===== config.mk =====
export PLATFORM = sky130hd
export DESIGN_NAME = pulse_gen_multi
export DESIGN_NICKNAME = d
export VERILOG_FILES = /design/src/rtl/pulse_gen_multi.sv
export SDC_FILE = /design/constraint.sdc
export NUM_CORES = 1
export LEC_CHECK = 0
export ABC_AREA = 1
export CELL_PAD_IN_SITES_DETAIL_PLACEMENT = 0
export CELL_PAD_IN_SITES_GLOBAL_PLACEMENT = 1
export CORE_UTILIZATION = 30
export DETAILED_ROUTE_END_ITERATION = 8
export PLACE_DENSITY_LB_ADDON = 0.08
export SYNTH_ARGS = -nofsm -noshare
export SYNTH_HDL_FRONTEND = slang
export SYNTH_SLANG_ARGS = --single-unit
export TNS_END_PERCENT = 100

===== constraint.sdc =====
create_clock -name clk -period 25.3 [get_ports clk]
set_clock_uncertainty 0.05 [all_clocks]
set_input_delay 6.325 -clock clk [delete_from_list [all_inputs] [get_ports clk]]
set_output_delay 6.325 -clock clk [all_outputs]
set_load 0.05 [all_outputs]

===== src/rtl/pulse_gen_multi.sv =====
// Multi-channel pulse generator: each channel runs a modulo-(P+1) counter and
// drives a TOGGLE, STROBE or PWM output plus a one-cycle terminal-count flag.
module pulse_gen_multi #(
  parameter int CNT_W = 24,
  parameter int NCH   = 4,
  parameter int CH_W  = 2
) (
  input  logic             clk,
  input  logic             rst,
  input  logic             cfg_we,
  input  logic [CH_W-1:0]  cfg_ch,
  input  logic [1:0]       cfg_mode,
  input  logic [CNT_W-1:0] cfg_period,
  input  logic [CNT_W-1:0] cfg_duty,
  input  logic             sync,
  output logic [NCH-1:0]   pulse,
  output logic [NCH-1:0]   wrap
);

  typedef enum logic [1:0] {
    MODE_OFF    = 2'b00,
    MODE_TOGGLE = 2'b01,
    MODE_STROBE = 2'b10,
    MODE_PWM    = 2'b11
  } mode_e;

  genvar gi;
  generate
    for (gi = 0; gi < NCH; gi++) begin : g_ch
      mode_e            mode_q, mode_d;
      logic [CNT_W-1:0] period_q, period_d;
      logic [CNT_W-1:0] duty_q, duty_d;
      logic [CNT_W-1:0] cnt_q, cnt_d;
      logic             pulse_q, pulse_d;
      logic             wrap_q, wrap_d;
      logic             we_hit;
      logic             at_term;

      // Indices at or beyond NCH match no channel, so such writes fall through.
      assign we_hit  = cfg_we && (cfg_ch == CH_W'(gi));
      assign at_term = (cnt_q == period_q);

      always_comb begin
        mode_d   = mode_q;
        period_d = period_q;
        duty_d   = duty_q;
        cnt_d    = cnt_q;
        pulse_d  = pulse_q;
        wrap_d   = wrap_q;
        if (we_hit) begin
          mode_d   = mode_e'(cfg_mode);
          period_d = cfg_period;
          duty_d   = cfg_duty;
          cnt_d    = '0;
          pulse_d  = 1'b0;
          wrap_d   = 1'b0;
        end else if (sync || (mode_q == MODE_OFF)) begin
          cnt_d   = '0;
          pulse_d = 1'b0;
          wrap_d  = 1'b0;
        end else begin
          wrap_d = at_term;
          cnt_d  = at_term ? '0 : cnt_q + CNT_W'(1);
          case (mode_q)
            MODE_TOGGLE: pulse_d = pulse_q ^ at_term;
            MODE_STROBE: pulse_d = at_term;
            MODE_PWM:    pulse_d = (cnt_q < duty_q);
            default:     pulse_d = 1'b0;
          endcase
        end
      end

      always_ff @(posedge clk or posedge rst) begin
        if (rst) begin
          mode_q   <= MODE_OFF;
          period_q <= '0;
          duty_q   <= '0;
          cnt_q    <= '0;
          pulse_q  <= 1'b0;
          wrap_q   <= 1'b0;
        end else begin
          mode_q   <= mode_d;
          period_q <= period_d;
          duty_q   <= duty_d;
          cnt_q    <= cnt_d;
          pulse_q  <= pulse_d;
          wrap_q   <= wrap_d;
        end
      end

      assign pulse[gi] = pulse_q;
      assign wrap[gi]  = wrap_q;
    end
  endgenerate

endmodule


==> results of run 1 <==
## worst max-delay path by stage
| stage | end | startpoint | slack, ns | depth (start not counted) |
|---|---|---|---|---|
| 2_1_floorplan | g_ch[0].cnt_q[0]$_DFF_PP0_ | rst | 10.52 | 1 |
| 3_3_place_gp | g_ch[1].cnt_q[18]$_DFF_PP0_ | cfg_ch[0] | 16.05 | 11 |
| 3_5_place_dp | g_ch[1].cnt_q[18]$_DFF_PP0_ | cfg_ch[0] | 16.02 | 11 |
| 4_1_cts | g_ch[1].cnt_q[18]$_DFF_PP0_ | cfg_ch[0] | 16.63 | 11 |
| 5_1_grt | g_ch[1].cnt_q[18]$_DFF_PP0_ | cfg_ch[0] | 16.26 | 11 |
| 6_report | g_ch[1].cnt_q[18]$_DFF_PP0_ | cfg_ch[0] | 16.57 | 11 |
## where the power goes
part	leakage [nW]	total, mW	switching (mW)	internal (mW)
logic	5.28	0.214	0.143	0.0710
clock network	0.640	0.569	0.230	0.339
registers	3.91	0.569	0.0277	0.542
total	9.83	1.35	0.401	0.951
## stage by stage
stage | power, mW | std cells
finish | 1.35 | 3195
global placement | 0.792 | 3124
detailed placement | 0.796 | 3124
CTS | 1.38 | 3195
global route | 1.43 | 3195
floorplan | 0.720 | 2349
## placed cells by master (no fill, tap or decap), types with 27 or more instances in the layout
master / n
nand2_1: 729
nor3_1: 45
clkbuf_16: 43
ha_1: 96
nand3_1: 47
clkdlybuf4s50_1: 63
a21oi_1: 44
o21ai_0: 216
nor2_1: 234
xor2_1: 46
nand4_1: 27
inv_1: 373
dfrtp_1: 304
## kinds of logic after synthesis
kind of cell    synth area share (%)
xor+xnor                        3.31
compound gates                  8.39
buf+inv                         10.1
flops                           43.5
simple gates                    27.8
fa+ha+maj                       6.87
## layout make-up
cell class | instances | area, um^2
fillers | 6237 | 37600
multi-input cells | 1598 | 8130
flip-flops and latches | 304 | 7610
inverters | 387 | 1460
clock buffers | 65 | 1260
well taps | 765 | 957
repair buffers | 70 | 696
clock inverters | 6 | 33.8
## flip-flops by register name, summed over array words and instances, names as in the netlist
name	flops
g_ch.pulse_q	4
g_ch.period_q	96
g_ch.cnt_q	96
g_ch.wrap_q	4
g_ch.duty_q	96
g_ch.mode_q	8
## metal layers
metal	track usage [%]	routed length, um
met5	0	0
met3	2.29	2050
met4	6.55	1670
met1	28.4	28500
met2	32.3	26300
## critical path, cell delays in order
cell and delay, ns:
clkdlybuf4s50_1 0.56, inv_1 0.10, nor3_2 0.18, buf_4 0.63, inv_2 0.29, nand2_1 0.18, inv_1 0.06, nand2_2 0.39
inv_1 0.13, o21ai_0 0.12, nor2_1 0.06
==> qor.csv, run 1 <==
metric,value,unit
status,"finished, final reports clean",
syn avg cell area,7.44,um^2
cell taking the most area after synthesis,dfrtp_1,
setup bufs post-CTS,0,
DR vias,14500,
# H-tree levels,2,
max-slew violation count,0,
largest net degree at the start of global routing,146,
initial core utilization,30.3,%
most frequently used flop master after synthesis,dfrtp_1,
Crit. End Element,flip-flop,
relative slew slack,36.5,%
register area share after synthesis,43.5,%
crit start category,input port,
wire per inst,18.3,um
Starting DRT DRC Count,977,
Worst Hold Class,reg2reg,
CTS sink cnt,304,
maximum vdd drop,0.0000426,V
TritonCTS Buffers,41,
Post-synth EDFFs,0,
core area,57700,um^2
post-synthesis register bit count,304,
CP max FO,84,
hold_buf cts,0,
vias in the first global route,14100,
warnings from Yosys,0,
R2R Path End,g_ch[2].cnt_q[13]$_DFF_PP0_,
worst setup margin,16.57,ns
Max Clk Rate,0.115,GHz
Crit Path Class,in2reg,
Tot GR Track Use,20.2,%
Async SR Flop Fraction,100,%
R2R cell count,9,
worst path required time,25.69,ns
synth top area cells,"dfrtp_1 44%, nand2_1 16%, inv_1 8.0%, ha_1 6.9%, o21ai_0 6.2%",
Max-cap violations,0,
vias per inst,4.53,
Pwr Density,67.1,nW/um^2
Leakage,9.83,nW
diodes inserted,0,
PortBufs,63,
IO Count,64,
die area,59300,um^2
Root Driver,clkbuf_16,
Mapped Cells,2349,
Final ANT Viol Nets,0,
pre-CTS worst setup slack,16.02,ns
"top cells by count, synth","729 x nand2_1, 374 x inv_1, 304 x dfrtp_1",
final wirelength,58600,um
Placed Area,18900,um^2
"Area growth, synth to finish",15.2,%
post-CTS sizing,0,
RR Startpoint,g_ch[2].cnt_q[18]$_DFF_PP0_,
TNS Setup,0,ns
Util after Layout,34.9,%
CTS tree,done,
clk slew on worst S/H paths,0.05,ns
Hold Path End,g_ch[2].cnt_q[0]$_DFF_PP0_,
Final Hold Viols,0,
"Data arrival, critical path",9.12,ns
RSZ-0062 raised after global routing,false,
Yosys top cell area share,43.5,%
global-route wire length before repair,89300,um
initial antenna violation count,0,
height of the die,243,um
Post-DP HPWL,41600,um
Synth Cell Area,17500,um^2
reg-to-reg setup timing slack,22.96,ns
Die W,243,um
Yosys cell types,39,
top-count cell post-synth,nand2_1,
row count,88,
Placer Congestion,0.817,
clock buffer depth,3,
worst hold stages,1,
hold_sp,g_ch[2].cnt_q[0]$_DFF_PP0_,
GRT Residual Overflow,0,
Clock Latency Late Sink,0.56,ns
Tmin final,8.73,ns
layout cells sized above 1,5.14,%
hold slack,0.448,ns
router iterations before antenna repair,7,
syn nets,2501,
fin area,20100,um^2
Final period util,34.5,%
Final #Nets,2554,
DRC Markers,0,
final setup fails,0,
Tightest Pin Transition,0.952,ns
No activity file was read; power rests on OpenSTA's default activity.
==> inputs of run 2 (changes only) <==
Clock period 25.3 ns to 7.9 ns, I/O delays scaled along.
==> qor.csv, run 2 (same netlist as run 1, synthesis figures left out) <==
metric,value,unit
status,"finished, final reports clean",
vias per inst,4.54,
post-CTS sizing,0,
fin area,20200,um^2
initial core utilization,30.3,%
clk slew on worst S/H paths,0.05,ns
Leakage,9.83,nW
row count,88,
TritonCTS Buffers,41,
clock buffer depth,3,
CP cell instances,"clkdlybuf4s50_1, inv_1, nor3_2, buf_4, nor2_1, nand2_2, inv_2, and3_1",
GRT Residual Overflow,0,
Die W,243,um
diodes inserted,0,
"Largest stage delay, worst path",0.63,ns
CTS sink cnt,304,
# H-tree levels,2,
global-route wire length before repair,89700,um
relative slew slack,30.7,%
R2R cell count,11,
crit start category,input port,
die area,59300,um^2
max-slew violation count,0,
final wirelength,58800,um
maximum vdd drop,0.000123,V
hold_buf cts,0,
Final ANT Viol Nets,0,
IO Count,64,
Post-DP HPWL,42100,um
Placer Congestion,0.839,
Util after Layout,34.9,%
DRC Markers,0,
Pwr Density,215,nW/um^2
Clock Latency Late Sink,0.57,ns
Crit. End Element,flip-flop,
Final #Nets,2557,
Tightest Pin Transition,1.04,ns
CTS tree,done,
"commonest non-fill, non-tap cells in the layout","729 x nand2_1, 373 x inv_1, 304 x dfrtp_1, 234 x nor2_1, 216 x o21ai_0",
Setup crit start,cfg_ch[0],
family with the most delay on the worst path,buffers and inverters,
Max-cap violations,0,
Crit Path Class,in2reg,
"most common cell after layout, fill and taps aside",nand2_1,
worst path required time,8.29,ns
setup bufs post-CTS,0,
"Area growth, synth to finish",15.3,%
Root Driver,clkbuf_16,
largest net degree at the start of global routing,163,
reg-to-reg setup timing slack,5.54,ns
Crit path depth,8,
Max Clk Rate,0.254,GHz
Final period util,49.9,%
layout cells sized above 1,5.22,%
Tot GR Track Use,20.3,%
Largest regs,"g_ch.cnt_q (96), g_ch.duty_q (96), g_ch.period_q (96)",
vias in the first global route,14200,
wire per inst,18.4,um
R2R Path End,g_ch[1].cnt_q[18]$_DFF_PP0_,
Placed Area,18900,um^2
hold slack,0.446,ns
RSZ-0062 raised after global routing,false,
router iterations before antenna repair,4,
RR Startpoint,g_ch[1].cnt_q[19]$_DFF_PP0_,
PortBufs,63,
DR vias,14500,
final setup fails,0,
worst path buffer plus inverter count,4,
height of the die,243,um
initial antenna violation count,0,
Worst Setup EP,g_ch[3].cnt_q[19]$_DFF_PP0_,
"Slowest-stage cell, CP",buf_4,
Final Hold Viols,0,
Worst Hold Class,reg2reg,
Tmin final,3.94,ns
Starting DRT DRC Count,862,
TNS Setup,0,ns
core area,57700,um^2
CP max FO,85,
"Data arrival, critical path",4.33,ns
[run 2: final cells by class]
cell class                      count  area, um^2
Fill cell                        6230       37500
Multi-Input combinational cell   1598        8130
Sequential cell                   304        7610
Inverter                          387        1460
Clock buffer                       65        1260
Tap cell                          765         957
Timing Repair Buffer               73         718
Clock inverter                      5        31.3
[run 2: worst min path at each step]
stage / start / to / slack, ns / cells after the start
2_1_floorplan: g_ch[0].cnt_q[0]$_DFF_PP0_ / g_ch[0].cnt_q[0]$_DFF_PP0_ / 0.40 / 1
3_3_place_gp: g_ch[2].cnt_q[0]$_DFF_PP0_ / g_ch[2].cnt_q[0]$_DFF_PP0_ / 0.44 / 1
3_5_place_dp: g_ch[1].period_q[23]$_DFFE_PP0P_ / g_ch[1].period_q[23]$_DFFE_PP0P_ / 0.44 / 2
4_1_cts: g_ch[2].cnt_q[0]$_DFF_PP0_ / g_ch[2].cnt_q[0]$_DFF_PP0_ / 0.45 / 1
5_1_grt: g_ch[1].period_q[20]$_DFFE_PP0P_ / g_ch[1].period_q[20]$_DFFE_PP0P_ / 0.48 / 2
6_report: g_ch[2].cnt_q[0]$_DFF_PP0_ / g_ch[2].cnt_q[0]$_DFF_PP0_ / 0.45 / 1
[run 2: report_power, final]
part           internal, mW  switching (mW)  total [mW]
Combinational         0.228           0.458       0.686
Sequential             1.73          0.0915        1.83
Clock                  1.08           0.735        1.82
Total                  3.05            1.28        4.33
[run 2: per-stage QoR]
| step | instances | setup WS [ns] | power (mW) |
|---|---|---|---|
| after CTS | 3197 | 3.98 | 4.42 |
| final | 3197 | 3.96 | 4.33 |
| after floorplan | 2349 | 1.83 | 2.31 |
| after global routing | 3197 | 3.74 | 4.59 |
| after detailed placement | 3127 | 3.39 | 2.55 |
| after global placement | 3127 | 3.41 | 2.54 |
[run 2: worst reg2reg max path, stage by stage, from the launching register on]
cell and delay [ns]:
dfrtp_1 0.47, inv_1 0.16, nand2_1 0.09, nand2_1 0.05, nor2_1 0.17, nand2_1 0.09
nor2_1 0.26, nand3_2 0.15, nand2_2 0.42, inv_1 0.15, o21ai_0 0.12, nor2_1 0.06
[run 2: per-layer routing]
metal	routed length [um]	track usage, %	vias up
met5	0	0	-
met4	1170	4.85	0
met3	1780	2.49	63
met2	27200	33.2	182
met1	28600	28.4	6835
li1	-	-	7420
==> inputs of run 3 (changes only) <==
Clock period 7.9 ns to 3.35 ns, I/O delays scaled along.
==> qor.csv, run 3 (same netlist as run 1, synthesis figures left out) <==
metric,value,unit
Setup crit start,g_ch[3].pulse_q$_DFF_PP0_,
Final ANT Viol Nets,0,
Tmin final,2.72,ns
Starting DRT DRC Count,999,
IO Count,64,
"Data arrival, critical path",1.83,ns
# H-tree levels,2,
Die W,243,um
final setup fails,0,
worst path required time,2.46,ns
total power,10.3,mW
final wirelength,60200,um
largest net degree at the start of global routing,93,
"Largest stage delay, worst path",0.84,ns
Clock Latency Late Sink,0.58,ns
status,"finished, final reports clean",
"most common cell after layout, fill and taps aside",nand2_1,
wire per inst,18.8,um
Placer Congestion,0.797,
clk slew on worst S/H paths,0.06,ns
Pwr Density,509,nW/um^2
diodes inserted,0,
DRC Markers,0,
CTS tree,done,
post-CTS sizing,0,
hold_sp,g_ch[1].duty_q[0]$_DFFE_PP0P_,
Final #Nets,2567,
Worst Hold Class,reg2reg,
setup bufs post-CTS,0,
DR vias,14500,
"commonest non-fill, non-tap cells in the layout","729 x nand2_1, 373 x inv_1, 304 x dfrtp_1, 234 x nor2_1, 216 x o21ai_0",
Largest regs,"g_ch.cnt_q (96), g_ch.duty_q (96), g_ch.period_q (96)",
router iterations before antenna repair,7,
layout cells sized above 1,5.81,%
Tightest Pin Transition,0.733,ns
relative slew slack,51.0,%
GRT Residual Overflow,0,
Max-cap violations,0,
maximum vdd drop,0.000284,V
family with the most delay on the worst path,buffers and inverters,
Tot GR Track Use,21.0,%
worst path buffer plus inverter count,1,
Util after Layout,35.2,%
PortBufs,63,
"Area growth, synth to finish",16.2,%
crit start category,flip-flop,
RSZ-0062 raised after global routing,false,
CP max FO,3,
max-slew violation count,0,
row count,88,
vias per inst,4.52,
Leakage,9.92,nW
height of the die,243,um
Comb pwr share,16.0,%
TritonCTS Buffers,40,
CTS sink cnt,304,
"Slowest-stage cell, CP",clkdlybuf4s50_1,
Max Clk Rate,0.367,GHz
Post-DP HPWL,43300,um
Final period util,81.3,%
vias in the first global route,14400,
Reg power frac,41.6,%
hold_buf cts,0,
Crit. End Element,output port,
global-route wire length before repair,92200,um
Switching Share,29.8,%
Sw Pwr,3.08,mW
die area,59300,um^2
clock buffer depth,3,
Clk network pwr share,42.3,%
Root Driver,clkbuf_16,
initial antenna violation count,0,
core area,57700,um^2
Crit Path Class,reg2out,
Final Hold Viols,0,
RR Startpoint,g_ch[2].cnt_q[18]$_DFF_PP0_,
CP cell instances,clkdlybuf4s50_1,
initial core utilization,30.3,%
P_int,7.25,mW
-- run 3: changes by cell type in the layout (fill, tap and decap cells not counted) --
cell | before | now
clkbuf_8 | 10 | 6
clkinvlp_4 | 2 | 1
bufinv_16 | 0 | 3
inv_6 | 1 | 2
clkinv_2 | 3 | 10
clkbuf_16 | 43 | 41
buf_12 | 1 | 6
buf_4 | 9 | 15
clkbuf_1 | 12 | 9
-- run 3: power by group through the flow --
stage | clock network, mW | logic, mW | registers [mW]
floorplan | 0 | 1.13 | 4.31
global placement | 0 | 1.66 | 4.36
detailed placement | 0 | 1.68 | 4.37
CTS | 4.52 | 1.69 | 4.31
global route | 4.66 | 1.93 | 4.35
finish | 4.38 | 1.66 | 4.30
-- run 3: final timing paths --
path | to | slack, ns | depth (start not counted)
worst max-delay path | pulse[3] | 0.63 | 1
worst min-delay path | g_ch[1].duty_q[0]$_DFFE_PP0P_ | 0.44 | 2
worst max register to register | g_ch[2].cnt_q[13]$_DFF_PP0_ | 1.03 | 9
worst min register to register | g_ch[1].duty_q[0]$_DFFE_PP0P_ | 0.44 | 2
max in group asynchronous | g_ch[1].duty_q[3]$_DFFE_PP0P_ | 1.73 | 4
min in group asynchronous | g_ch[3].period_q[9]$_DFFE_PP0P_ | 0.63 | 2
-- run 3: layout make-up --
cell class,count,area (um^2)
fill,6260,37400
multi-input combinational,1598,8130
sequential,304,7610
inverter,387,1460
clock buffer,56,1140
tap,765,957
timing repair buffer,84,863
clock inverter,15,158
-- run 3: through the flow --
step                setup WS, ns  std cells  hold slack (ns)  TNS [ns]  area, um^2
CTS                        0.599       3209            0.439         0       20300
global placement           0.473       3138            0.432         0       19000
floorplan                  -1.58       2349            0.401   -480.47       17500
finish                     0.628       3209            0.438         0       20300
global route               0.595       3209            0.463         0       20300
detailed placement         0.474       3138            0.424         0       19000
-- run 3: routing by layer --
metal / track usage (%) / wire (um) / vias to the layer above
met1: 29.1 / 29300 / 6811
met4: 8.64 / 2320 / 0
met5: 0 / 0 / -
met2: 32.9 / 26800 / 170
met3: 2.64 / 1780 / 81
li1: - / - / 7451
